### config.mk
export PLATFORM = sky130hd
export DESIGN_NAME = sipo
export DESIGN_NICKNAME = d
export VERILOG_FILES = /design/src/rtl/sipo.sv
export SDC_FILE = /design/constraint.sdc
export NUM_CORES = 1
export LEC_CHECK = 0
export CORE_MARGIN = 2
export CORE_UTILIZATION = 35
export DETAILED_ROUTE_END_ITERATION = 12
export PLACE_DENSITY = 0.66
export SYNTH_ARGS = -nofsm -noshare
export SYNTH_HDL_FRONTEND = slang
export SYNTH_SLANG_ARGS = --single-unit
### constraint.sdc
create_clock -name clk_in -period 5.18 [get_ports clk_in]
set_input_delay 1.554 -clock clk_in [delete_from_list [all_inputs] [get_ports clk_in]]
set_output_delay 1.554 -clock clk_in [all_outputs]
set_load 0.05 [all_outputs]
### src/rtl/sipo.sv
// sipo: MSB-first serial-to-parallel deserializer with valid/ack output and sticky overrun
module sipo #(
  parameter int SIZE = 8
) (
  input  logic            clk_in,
  input  logic            reset_n_in,
  input  logic            serial_in,
  input  logic            shift_en_in,
  input  logic            sync_in,
  input  logic            ack_in,
  output logic [SIZE-1:0] data_out,
  output logic            valid_out,
  output logic            overrun_out
);
  localparam int CW = $clog2(SIZE);
  typedef enum logic {EMPTY, FULL} state_t;
  state_t          state, state_nxt;
  logic [CW-1:0]   r_count, count_nxt;
  logic [SIZE-1:0] r_shift, shift_nxt, word;
  logic            complete, load;
  // sync suppresses completion; a FULL output accepts a new word only when acked on the same edge
  always_comb begin
    complete  = shift_en_in && !sync_in && r_count == '0;
    word      = {r_shift[SIZE-1:1], serial_in};
    load      = complete && (state == EMPTY || ack_in);
    state_nxt = complete ? FULL : (state == FULL && ack_in) ? EMPTY : state;
    count_nxt = sync_in ? (shift_en_in ? CW'(SIZE-2) : CW'(SIZE-1)) :
                !shift_en_in ? r_count :
                r_count == '0 ? CW'(SIZE-1) : r_count - 1'b1;
    shift_nxt = r_shift;
    if (shift_en_in) shift_nxt[r_count] = serial_in;
    if (sync_in) shift_nxt = {serial_in & shift_en_in, {(SIZE-1){1'b0}}};
  end
  // framing state, output register and sticky overrun flag
  always_ff @(posedge clk_in or negedge reset_n_in) begin
    if (!reset_n_in) begin
      r_count     <= CW'(SIZE-1);
      r_shift     <= '0;
      state       <= EMPTY;
      data_out    <= '0;
      overrun_out <= 1'b0;
    end else begin
      r_count     <= count_nxt;
      r_shift     <= shift_nxt;
      state       <= state_nxt;
      data_out    <= load ? word : data_out;
      overrun_out <= overrun_out | (complete & !load);
    end
  end
  assign valid_out = state == FULL;
endmodule

==> results.md <==
- Crit path from: shift_en_in
- Clock tree root driver cell: clkbuf_4
- Tcrit/Tclk final: 61.7%
- Critical Path RT: 5.37 ns
- R2R Setup Slk: 3.23 ns
- Area growth, synth to finish: 21.4%
- Gr ovfl total: 0
- Area of the multi-input gates: 409 sq um
- Die area: 3180 sq um
- Worst skew pair latency: 0.30 ns
- Initial core utilization: 37.7%
- Reg-to-reg startpoint: r_count[0]
- DRT Pass-1 Iters: 4
- DP Area: 1110 sq um
- Routed WL: 1580 um
- CP Depth: 4
- Pwr/cell area: 275 nW/um^2
- Setup TNS: 0 ns
- Hold slack: 0.492 ns
- Layout Cells excl Fill: 119
- Placed insts: 115
- Post-DP HPWL: 1080 um
- Worst R2R End: data_out[5]
- Drt via density: 4.89
- Share of cells above drive strength 1: 19.1%
- CP endpoint kind: flip-flop
- # Max-Cap Violations: 0
- All-layer global routing usage: 12.4%
- CP Capture Point: data_out[5]
- Setup bufs post-CTS: 0
- Most common cell after layout, fill and taps aside: dfrtp_1
- Worst Reg2Reg Path Length in Cells: 6
- Deepest clock path buffer count: 2
- Skew final: 0.00763 ns
- Leakage power: 0.555 nW
- Clock Pin Slew Worst Setup and Hold Paths: 0.12 ns
- IO buf count: 15
- Fillers: 232
- Die Width: 56.4 um
- Max VDD drop: 193 uV
- Die height: 56.4 um
- Crit start category: input pin
- Critical path type: in -> reg
- Post-CTS Hold Buffers: 0
- Mapped Nets: 84
- Core area: 2540 sq um
- Number of diodes: 0
- Cell Area, Synth: 960 sq um
- Slew HR: 40.9%
- CTS resizes: 0
- # DRC: 0
- Register area: 504 sq um
- Place WS: 1.65 ns
- Slew Limit Fails: 0
- Post-synthesis register bit count: 20
- Post-route minimum period: 3.20 ns
- Ports: 16
- Yosys cell types: 23
- Final ANT Viol Nets: 0
- Critical Path Max Stage Delay: 0.74 ns
- Max Freq: 313 MHz
- Via Count: 582
- Mean routed wirelength per cell: 13.3 um
- Vias in the first global route: 643
- Syn Area/Cell: 12.6 sq um
- Sequential area share after synthesis: 52.5%
- Num CTS Buffers: 3
- Commonest cells after routing, fill and taps aside: dfrtp_1, clkdlybuf4s50_1, mux2_4
- Sink Count: 20
- First DRT Iteration DRCs: 6
- CP Max Fanout: 15
- Fin area: 1160 sq um
- RSZ-0062 raised after global routing: false
- Buffers & Inverters on Critical Path: 1
- Yosys warning count: 0
- Outcome: complete, no violations
- Final hold vios: 0
- CP Cell Sequence: clkdlybuf4s50_1 -> nand3b_1 -> nor2b_2 -> mux2_4
- Crit path DAT: 3.39 ns
- Hold WC Path Type: reg -> reg
- Final Worst Setup Slack: 1.98 ns
- Row count: 18
- # setup viols final: 0
- Antenna violations before repair: 0
- Top delay family on crit path: buffers and inverters
- Synth Instances: 76
- H-Tree Depth: 1
- First-pass GRT wire length: 3030 um
- Largest net degree at the start of global routing: 21
- Nets: 98
- CP max stage cell: clkdlybuf4s50_1
- Worst slew pin tran: 0.884 ns
- TritonCTS clock tree: built
- GPL Wtd Cong: 0.702
==> logic make-up (layout without fill, tap and decap cells) <==
| logic type | Yosys count | after routing | share of synthesized area (%) |
|---|---|---|---|
| simple gates | 24 | 24 | 16.9 |
| flops | 20 | 20 | 52.5 |
| mux | 14 | 14 | 18.8 |
| buf+inv | 9 | 22 | 4.82 |
| compound gates | 7 | 7 | 4.30 |
| fa+ha+maj | 2 | 2 | 2.61 |
==> worst reg2reg max path, delay by kind of cell (launching register included) <==
| kind | cells | cell delay, ns |
|---|---|---|
| adder cells (fa/ha/maj) | 2 | 0.30 |
| flip-flops | 1 | 0.43 |
| buffers and inverters | 1 | 0.09 |
| multiplexers | 1 | 0.35 |
| AND/OR/NAND/NOR | 2 | 0.66 |
==> metrics by stage <==
stage          utilization, %  total power [W]
2_1_floorplan               -         0.000185
3_3_place_gp             43.7         0.000195
3_5_place_dp             43.7         0.000196
4_1_cts                  45.8         0.000324
5_1_grt                  45.8         0.000335
6_report                 45.8         0.000320
==> worst min path at each step <==
stage,startpoint,to,slack [ns],cells after the start
detailed placement,overrun_out,overrun_out,0.47,1
global route,overrun_out,overrun_out,0.52,1
global placement,overrun_out,overrun_out,0.47,1
CTS,overrun_out,overrun_out,0.50,1
floorplan,r_shift[1],data_out[1],0.48,1
finish,overrun_out,overrun_out,0.49,1
==> area by class of cell <==
type                       instances  area share (%)
clock buffer                       3            1.93
clock inverter                     1            2.58
timing repair buffer              15            12.9
multi-input combinational         47            35.1
sequential                        20            43.3
inverter                           3           0.967
tap                               30            3.22
==> registers in the layout (all words and copies together), names as in the netlist <==
name         flops
r_shift          7
r_count          3
overrun_out      1
data_out         8
valid_out        1
==> Yosys cell counts <==
| library cell | instances | area (sq um) |
|---|---|---|
| a31oi_1 | 1 | 6.26 |
| buf_6 | 1 | 11.3 |
| buf_2 | 4 | 20.0 |
| nand2_1 | 4 | 15.0 |
| o21bai_1 | 2 | 15.0 |
| inv_1 | 3 | 11.3 |
| nand4b_1 | 3 | 26.3 |
| clkbuf_1 | 1 | 3.75 |
| nor2_1 | 6 | 22.5 |
| nand3b_1 | 2 | 15.0 |
| nand4_1 | 1 | 6.26 |
| nor3_1 | 1 | 5.00 |
| o21ai_1 | 3 | 15.0 |
| ha_1 | 2 | 25.0 |
| dfstp_2 | 3 | 78.8 |
| mux2i_1 | 6 | 60.1 |
| a21oi_1 | 1 | 5.00 |
| dfrtp_1 | 17 | 425 |
| and4bb_1 | 3 | 37.5 |
| nand2b_4 | 1 | 13.8 |
| nor2b_2 | 1 | 8.76 |
| mux2_4 | 8 | 120 |
| nand2b_1 | 2 | 12.5 |
==> power by group <==
group	switching [W]	total, W	internal [W]
combinational	0.0000140	0.0000263	0.0000123
sequential	0.00000510	0.000167	0.000162
clock	0.0000487	0.000127	0.0000782
==> layer usage <==
layer  up-vias  track usage (%)  wire length, um
li1        290                -                -
met1       279             16.3              779
met2        11             19.3              724
met3         2             4.15               61
met4         0             4.08               17
met5         -                0                0
No activity file was read; power rests on OpenSTA's default activity.
